**src/rtl/operand_job_sequencer.sv**
```systemverilog
// operand_job_sequencer
//   Takes six-operand jobs from a host over valid/ready and queues them in a
//   small FIFO. Each job is issued to a start/done compute core as a one-cycle
//   start pulse, with the operands held stable. The sequencer then waits for
//   done and parks the result in a valid/ready output register.
// Ports
//   clk, rst                 : rising-edge clock, synchronous active-high reset
//   job_valid/job_ready      : job input handshake (job_ready = FIFO not full)
//   job_i1..job_i6           : job operands, sampled on accept
//   core_start, core_i1..i6  : start pulse and held operands to the core
//   core_result, core_done   : core completion interface
//   res_valid/res_ready      : result output handshake
//   res_data                 : captured result
//   busy                     : FSM active or jobs still queued
//   timeout_err              : sticky flag for a job abandoned in WAIT
module operand_job_sequencer #(
    parameter int unsigned WIDTH   = 32,
    parameter int unsigned DEPTH   = 4,
    parameter int unsigned TIMEOUT = 1024
) (
    input  logic             clk,
    input  logic             rst,
    input  logic             job_valid,
    output logic             job_ready,
    input  logic [WIDTH-1:0] job_i1,
    input  logic [WIDTH-1:0] job_i2,
    input  logic [WIDTH-1:0] job_i3,
    input  logic [WIDTH-1:0] job_i4,
    input  logic [WIDTH-1:0] job_i5,
    input  logic [WIDTH-1:0] job_i6,
    output logic             core_start,
    output logic [WIDTH-1:0] core_i1,
    output logic [WIDTH-1:0] core_i2,
    output logic [WIDTH-1:0] core_i3,
    output logic [WIDTH-1:0] core_i4,
    output logic [WIDTH-1:0] core_i5,
    output logic [WIDTH-1:0] core_i6,
    input  logic [WIDTH-1:0] core_result,
    input  logic             core_done,
    output logic             res_valid,
    input  logic             res_ready,
    output logic [WIDTH-1:0] res_data,
    output logic             busy,
    output logic             timeout_err
);

    localparam int unsigned PTR_W = (DEPTH > 1) ? $clog2(DEPTH) : 1;
    localparam int unsigned CNT_W = $clog2(DEPTH + 1);
    localparam int unsigned TMR_W = (TIMEOUT > 2) ? $clog2(TIMEOUT) : 1;

    typedef logic [5:0][WIDTH-1:0] ops_t;
    typedef enum logic [1:0] {S_IDLE, S_ISSUE, S_WAIT} state_t;

    // Job FIFO storage and pointers; power-of-two depth lets pointers wrap freely
    ops_t             r_mem [DEPTH];
    logic [PTR_W-1:0] r_wr_ptr;
    logic [PTR_W-1:0] r_rd_ptr;
    logic [CNT_W-1:0] r_count;

    // Sequencer registers
    state_t           r_state;
    logic             r_core_start;
    ops_t             r_ops;
    logic [TMR_W-1:0] r_wait_cnt;
    logic             r_res_valid;
    logic [WIDTH-1:0] r_res_data;
    logic             r_timeout_err;

    // Next-state values
    state_t           w_state_nxt;
    logic             w_start_nxt;
    ops_t             w_ops_nxt;
    logic [TMR_W-1:0] w_wait_cnt_nxt;
    logic             w_res_valid_nxt;
    logic [WIDTH-1:0] w_res_data_nxt;
    logic             w_timeout_err_nxt;

    logic             w_push;
    logic             w_pop;
    ops_t             w_head;

    assign job_ready = (r_count != CNT_W'(DEPTH));
    assign w_push    = job_valid && job_ready;
    assign w_head    = r_mem[r_rd_ptr];

    // FIFO data write (no reset needed on storage)
    always_ff @(posedge clk) begin
        if (w_push) begin
            r_mem[r_wr_ptr] <= {job_i6, job_i5, job_i4, job_i3, job_i2, job_i1};
        end
    end

    // FIFO pointers and occupancy; simultaneous push and pop leaves count unchanged
    always_ff @(posedge clk) begin
        if (rst) begin
            r_wr_ptr <= '0;
            r_rd_ptr <= '0;
            r_count  <= '0;
        end else begin
            if (w_push) r_wr_ptr <= r_wr_ptr + PTR_W'(1);
            if (w_pop)  r_rd_ptr <= r_rd_ptr + PTR_W'(1);
            case ({w_push, w_pop})
                2'b10:   r_count <= r_count + CNT_W'(1);
                2'b01:   r_count <= r_count - CNT_W'(1);
                default: r_count <= r_count;
            endcase
        end
    end

    // Sequencer state register
    always_ff @(posedge clk) begin
        if (rst) begin
            r_state       <= S_IDLE;
            r_core_start  <= 1'b0;
            r_ops         <= '0;
            r_wait_cnt    <= '0;
            r_res_valid   <= 1'b0;
            r_res_data    <= '0;
            r_timeout_err <= 1'b0;
        end else begin
            r_state       <= w_state_nxt;
            r_core_start  <= w_start_nxt;
            r_ops         <= w_ops_nxt;
            r_wait_cnt    <= w_wait_cnt_nxt;
            r_res_valid   <= w_res_valid_nxt;
            r_res_data    <= w_res_data_nxt;
            r_timeout_err <= w_timeout_err_nxt;
        end
    end

    // Next-state logic; start is registered so it is high exactly during ISSUE
    always_comb begin
        w_state_nxt       = r_state;
        w_start_nxt       = 1'b0;
        w_ops_nxt         = r_ops;
        w_wait_cnt_nxt    = r_wait_cnt;
        w_res_valid_nxt   = r_res_valid && !res_ready;
        w_res_data_nxt    = r_res_data;
        w_timeout_err_nxt = r_timeout_err;
        w_pop             = 1'b0;
        case (r_state)
            S_IDLE: begin
                // A result being read this cycle counts as a free register
                if ((r_count != '0) && (!r_res_valid || res_ready)) begin
                    w_pop       = 1'b1;
                    w_ops_nxt   = w_head;
                    w_start_nxt = 1'b1;
                    w_state_nxt = S_ISSUE;
                end
            end
            S_ISSUE: begin
                w_wait_cnt_nxt = '0;
                w_state_nxt    = S_WAIT;
            end
            S_WAIT: begin
                if (core_done) begin
                    w_res_data_nxt  = core_result;
                    w_res_valid_nxt = 1'b1;
                    w_state_nxt     = S_IDLE;
                end else if ((TIMEOUT != 0) && (r_wait_cnt == TMR_W'(TIMEOUT - 1))) begin
                    w_timeout_err_nxt = 1'b1;
                    w_state_nxt       = S_IDLE;
                end else begin
                    w_wait_cnt_nxt = r_wait_cnt + TMR_W'(1);
                end
            end
            default: w_state_nxt = S_IDLE;
        endcase
    end

    assign core_start  = r_core_start;
    assign core_i1     = r_ops[0];
    assign core_i2     = r_ops[1];
    assign core_i3     = r_ops[2];
    assign core_i4     = r_ops[3];
    assign core_i5     = r_ops[4];
    assign core_i6     = r_ops[5];
    assign res_valid   = r_res_valid;
    assign res_data    = r_res_data;
    assign timeout_err = r_timeout_err;
    assign busy        = (r_state != S_IDLE) || (r_count != '0);

endmodule

```
**config.mk**
```make
export PLATFORM = sky130hd
export DESIGN_NAME = operand_job_sequencer
export DESIGN_NICKNAME = d
export VERILOG_FILES = /design/src/rtl/operand_job_sequencer.sv
export SDC_FILE = /design/constraint.sdc
export NUM_CORES = 1
export LEC_CHECK = 0
export BUFFER_PORTS_ARGS = -buffer_cell sky130_fd_sc_hd__buf_2
export CAP_MARGIN = 20
export CORE_UTILIZATION = 55
export CTS_BUF_LIST = sky130_fd_sc_hd__clkbuf_16
export CTS_CLUSTER_SIZE = 14
export DETAILED_ROUTE_END_ITERATION = 6
export GPL_ROUTABILITY_DRIVEN = 0
export GPL_TIMING_DRIVEN = 0
export PLACE_DENSITY = 0.76
export SLEW_MARGIN = 20
export SYNTH_ARGS = -nofsm -noshare
export SYNTH_HDL_FRONTEND = slang
export SYNTH_SLANG_ARGS = --single-unit
```
**constraint.sdc**
```tcl
create_clock -name clk -period 7.55 [get_ports clk]
set_clock_uncertainty 0.1 [all_clocks]
set_input_delay 1.51 -clock clk [delete_from_list [all_inputs] [get_ports clk]]
set_output_delay 1.51 -clock clk [all_outputs]
set_load 0.01 [all_outputs]
```
==> results.cfg, run 1 <==
[drt]
vias = 20500
drt-total-wl_um = 84100
drc = 0
ant_nets = 0
drt_first_iter_violations = 1511
first_pass_iters = 5
via_per_inst = 5.65
wl_per_cell_um = 23.2

[global_route]
grt_first_pass_wirelength_um = 125000
antenna_found_initial = 22
grt-busiest-layer = met2
overflow = 0
grt_pass1_vias = 21000
gr-usage-met3_pct = 6.46
grt_usage_pct = 25.1
grt_use_met1_pct = 30.9
use_met2_pct = 42.6
grt_max_degree = 44

[cells_and_area]
final_cell_mix = edfxtp_1 (768), buf_2 (504), nand2_1 (454)
fin_area_mm2 = 0.0433
final_common_cell = edfxtp_1
drive_above_1_share_pct = 31.9
final_cells = 3626
nets = 2913
area_growth_pct = 18.9
fin_util_pct = 66.6

[sta]
hold_viol_final = 0
whs_ns = 0.351
setup_tns_ns = 0
rsz0062_at_grt = false
slew_headroom_pct = 30.1
max_freq_ghz = 0.270
fin_ws_ns = 3.84
period_share_pct = 49.1
slew_violations = 0
post-route-min-period_ns = 3.71
worst_pin_slew_ns = 1.05
finalSetupViolCount = 0

[synth]
synth_cell_type_count = 48
async_reset_ff_share_pct = 0
yosys_warnings = 0
synth_top_area_share_pct = 63.4
ys_seq_area_share_pct = 76.9
postSynthCellCount = 2102
synth-seq-cells = 1014
synth_edf_count = 768
synth_area_leaders = edfxtp_1 (63%), dfxtp_1 (14%), mux4_2 (12%)
ys.flop_type = edfxtp_1
syn_area_mm2 = 0.0364
yosysTopAreaCell = edfxtp_1
synth.avg_cell_area_um2 = 17.3
syn-num-nets = 2338

[placement]
io_buffer_count = 457
hpwlAfterDp_um = 55700
place_ws_ns = 3.17
place_area_mm2 = 0.0403
dp.cells = 3434

[critical_path]
r2r_slack_ns = 4.40
crit_path_end_kind = flop
required_ns = 8.00
crit_fanout = 10
critical_path_class = in2reg
cp-start-kind = primary input
worst_ep_arrival_time_ns = 4.16
r2r_cells = 10

[floorplanning]
ios = 458
design.core.area_mm2 = 0.0649
die_area_mm2 = 0.0672
row_count = 93
start_util_pct = 56.0
fp.dieW_um = 259
die_y_um = 259

[clock_tree]
clock_sinks = 1014
clock_path_buffers = 3
post_cts_buffers = 0
cts.repair.resized = 0
ctsHoldBuffers = 0
path_clk_slew_ns = 0.06
htreeDepth = 3
clk_latency_ns = 0.66
numCtsBuffers = 96
root_buffer = clkbuf_16
cts_tree = built

[power_and_ir_drop]
p_leak_nw = 15.3
p_per_area_mw_per_mm2 = 368
peakVddDrop_uv = 318
power_mw = 15.9

[min_path]
min_path_type = reg2reg
hold-path-cell-count = 2

[run]
drv_cap = 0

[status]
status = complete, no violations
-- critical path: stages --
cell and delay [ns]:
buf_2 0.07, nand2b_1 0.19, nand3_2 0.26, inv_2 0.24, clkbuf_1 0.49, ha_1 0.30, inv_1 0.07, fa_1 0.37
xor2_1 0.18, or3_1 0.33, a21oi_1 0.16
-- cell families (layout without fill, tap and decap cells) --
logic type	count (synthesis)	after routing	share of synthesized area, %
xor+xnor	5	5	0.120
buf+inv	130	787	1.68
fa+ha+maj	7	7	0.261
compound gates	246	246	3.50
other cells	0	12	0
flops	1014	1014	76.9
simple gates	505	505	5.57
mux	195	195	12.0
-- sequential cells by signal, summed over array words and instances, names as in the netlist --
name	cells
r_mem	768
core_i1	32
core_i2	32
core_i3	32
core_i4	32
core_i5	32
core_i6	32
res_data	32
r_wait_cnt	10
r_count	3
r_rd_ptr	2
r_state	2
r_wr_ptr	2
core_start	1
res_valid	1
timeout_err	1
-- cells in the mapped netlist, types with 2 or more instances --
master / instances
edfxtp_1: 768
nand2_1: 454
dfxtp_1: 246
a21oi_1: 233
mux4_2: 192
buf_2: 47
clkbuf_1: 39
buf_4: 17
buf_1: 16
nor2_1: 15
inv_1: 9
ha_1: 6
nand3_1: 6
and3_1: 5
nand2b_1: 4
xor2_1: 3
a41oi_1: 2
and2_1: 2
mux2i_1: 2
nand3b_1: 2
o211ai_1: 2
o2bb2ai_1: 2
o311ai_0: 2
or3_1: 2
or4_1: 2
xnor2_1: 2
-- cell type report --
class	instances	area, um^2
antenna	12	30.0
multi-input combinational	958	7810
tap	855	1070
timing repair buffer	477	2780
buffer	120	574
clock inverter	83	548
fill	4375	21700
sequential	1014	28000
clock buffer	97	2430
inverter	10	37.5
-- routing by layer --
metal / wire, um / vias to the layer above
met5: 130 / -
met4: 2960 / 20
met3: 5840 / 192
met2: 43100 / 694
met1: 32100 / 10400
li1: - / 9157
-- where the power goes --
part	total (mW)	internal (mW)	leakage (nW)	switching, mW
sequential	7.25	6.91	9.06	0.341
combinational	4.16	1.59	4.73	2.57
clock	4.52	2.51	1.55	2.01
total	15.9	11.0	15.3	4.92
-- worst paths after layout --
| path | end | start |
|---|---|---|
| setup / recovery | r_count[2] | res_ready |
| hold / removal | core_i6[15] | core_i6[15] |
| setup reg to reg | r_count[2] | r_state[0] |
| hold reg to reg | core_i6[15] | core_i6[15] |
Note: power is estimated with default switching activity, not from simulation.
==> run 2: changes to the inputs <==
--- a/config.mk
+++ b/config.mk
@@ -7,7 +7,7 @@
 export LEC_CHECK = 0
 export BUFFER_PORTS_ARGS = -buffer_cell sky130_fd_sc_hd__buf_2
 export CAP_MARGIN = 20
-export CORE_UTILIZATION = 55
+export CORE_UTILIZATION = 52
 export CTS_BUF_LIST = sky130_fd_sc_hd__clkbuf_16
 export CTS_CLUSTER_SIZE = 14
 export DETAILED_ROUTE_END_ITERATION = 6
==> constraint.sdc (replaced) <==
create_clock -name clk -period 3.13 [get_ports clk]
set_clock_uncertainty 0.1 [all_clocks]
set_input_delay 0.626 -clock clk [delete_from_list [all_inputs] [get_ports clk]]
set_output_delay 0.626 -clock clk [all_outputs]
set_load 0.01 [all_outputs]
==> run 2 against run 1 <==
Critical path depth is 2 lower. Design area is 0.54% higher. Critical endpoint unchanged. Largest power group unchanged. First-iteration DRC count rose by 8.1%. Cell count is 2.4% higher.
==> results.cfg, run 2 (synthesis gave the netlist of run 1 again) <==
[critical_path]
worst_ep_arrival_time_ns = 3.30
required_ns = 3.57
crit_fanout = 14
timing.rr.start = r_state[0]
cpPeakStageDelay_ns = 0.40
crit_path_end_kind = flop
crit_start = r_state[0]
critical_path_class = reg2reg
cpLargestDelayFamily = simple AND/OR/NAND/NOR gates
path_buf_inv = 2
cp-start-kind = flop
crit_slowest_cell = fa_1
crit_path_cell_trace = nor2_1 -> nand3_2 -> inv_2 -> ha_1 -> inv_1 -> fa_1 -> xor2_1 -> or3_1 -> a21oi_1

[sta]
period_share_pct = 91.3
whs_ns = 0.0803
slew_headroom_pct = 30.2
worst_pin_slew_ns = 1.05
setup_tns_ns = 0
rsz0062_at_grt = false
fin_ws_ns = 0.274
max_freq_ghz = 0.350
hold_viol_final = 0
finalSetupViolCount = 0
slew_violations = 0
post-route-min-period_ns = 2.86

[cells_and_area]
fin_util_pct = 63.1
final_cell_mix = edfxtp_1 (768), buf_2 (504), nand2_1 (454)
multi_input_area_mm2 = 0.00781
final-seq-area_mm2 = 0.0280
fin_area_mm2 = 0.0435
drive_above_1_share_pct = 31.8
area_growth_pct = 19.5
final_common_cell = edfxtp_1
n_fill_cell = 4914
final_cells = 3714
largest_reg_flops = 768
nets = 2914
largest_register = r_mem

[global_route]
grt_first_pass_wirelength_um = 126000
grt_max_degree = 45
grt_usage_pct = 23.8
grt_pass1_vias = 21200
overflow = 0
antenna_found_initial = 28

[power_and_ir_drop]
p_per_area_mw_per_mm2 = 893
power_mw = 38.8
p_leak_nw = 15.4
peakVddDrop_uv = 569

[placement]
hpwlAfterDp_um = 55500
place_area_mm2 = 0.0403
io_buffer_count = 457
dp.cells = 3509
place_ws_ns = -0.426

[floorplanning]
design.core.area_mm2 = 0.0689
fp.dieW_um = 267
start_util_pct = 52.8
die_area_mm2 = 0.0710
ios = 458
row_count = 96
die_y_um = 267

[clock_tree]
root_buffer = clkbuf_16
cts.repair.resized = 0
cts_tree = built
numCtsBuffers = 99
path_clk_slew_ns = 0.06
clk_latency_ns = 0.66
htreeDepth = 3
clock_sinks = 1014
clock_path_buffers = 3

[run]
drv_cap = 0

[drt]
drc = 0
ant_nets = 0
vias = 20700
via_per_inst = 5.57
wl_per_cell_um = 22.8
drt_first_iter_violations = 1633
first_pass_iters = 5
drt-total-wl_um = 84600

[min_path]
min_path_type = in2reg
worstHoldStart = job_i1[25]

[status]
status = complete, no violations
run 2: final cells by class:
class                      instances  share of cell area (%)
antenna                           20                   0.115
buffer                           119                    1.31
clock buffer                     101                    5.81
clock inverter                    85                    1.39
inverter                          10                  0.0863
multi-input combinational        958                    18.0
sequential                      1014                    64.3
tap                              931                    2.68
timing repair buffer             476                    6.31
run 2: worst register-to-register path: cells and delay by family (launching register included):
| family | cells | cell delay, ns |
|---|---|---|
| adder cells (fa/ha/maj) | 2 | 0.69 |
| AND/OR/NAND/NOR | 3 | 0.84 |
| buffers and inverters | 2 | 0.45 |
| XOR/XNOR | 1 | 0.20 |
| AO/OA/AOI/OAI | 1 | 0.14 |
| flip-flops | 1 | 0.35 |
run 2: what timing repair did:
item	4_1_cts	5_1_grt
hold buffers	0	0
endpoints found under the setup margin	1	0
buffers inserted	0	0
run 2: per-layer routing:
layer	share of wire [%]	vias to the layer above	track usage, %
li1	-	9163	-
met1	39	10500	29.7
met3	7.2	157	5.48
met5	0.11	-	0
met4	3.1	14	9.89
met2	51	807	39.9
run 2: worst paths after layout:
kind                  end  slack [ns]  cells after the start
min          r_mem[3][25]        0.08                      1
max reg2reg    r_count[2]        0.27                      9
max            r_count[2]        0.27                      9
min reg2reg   core_i2[10]        0.35                      2
run 2: power breakdown:
group	leakage (nW)	internal, mW	switching (mW)	total (mW)
sequential	9.06	16.7	0.827	17.5
clock	1.64	6.36	4.93	11.3
combinational	4.72	3.81	6.22	10.0
total	15.4	26.8	12.0	38.8
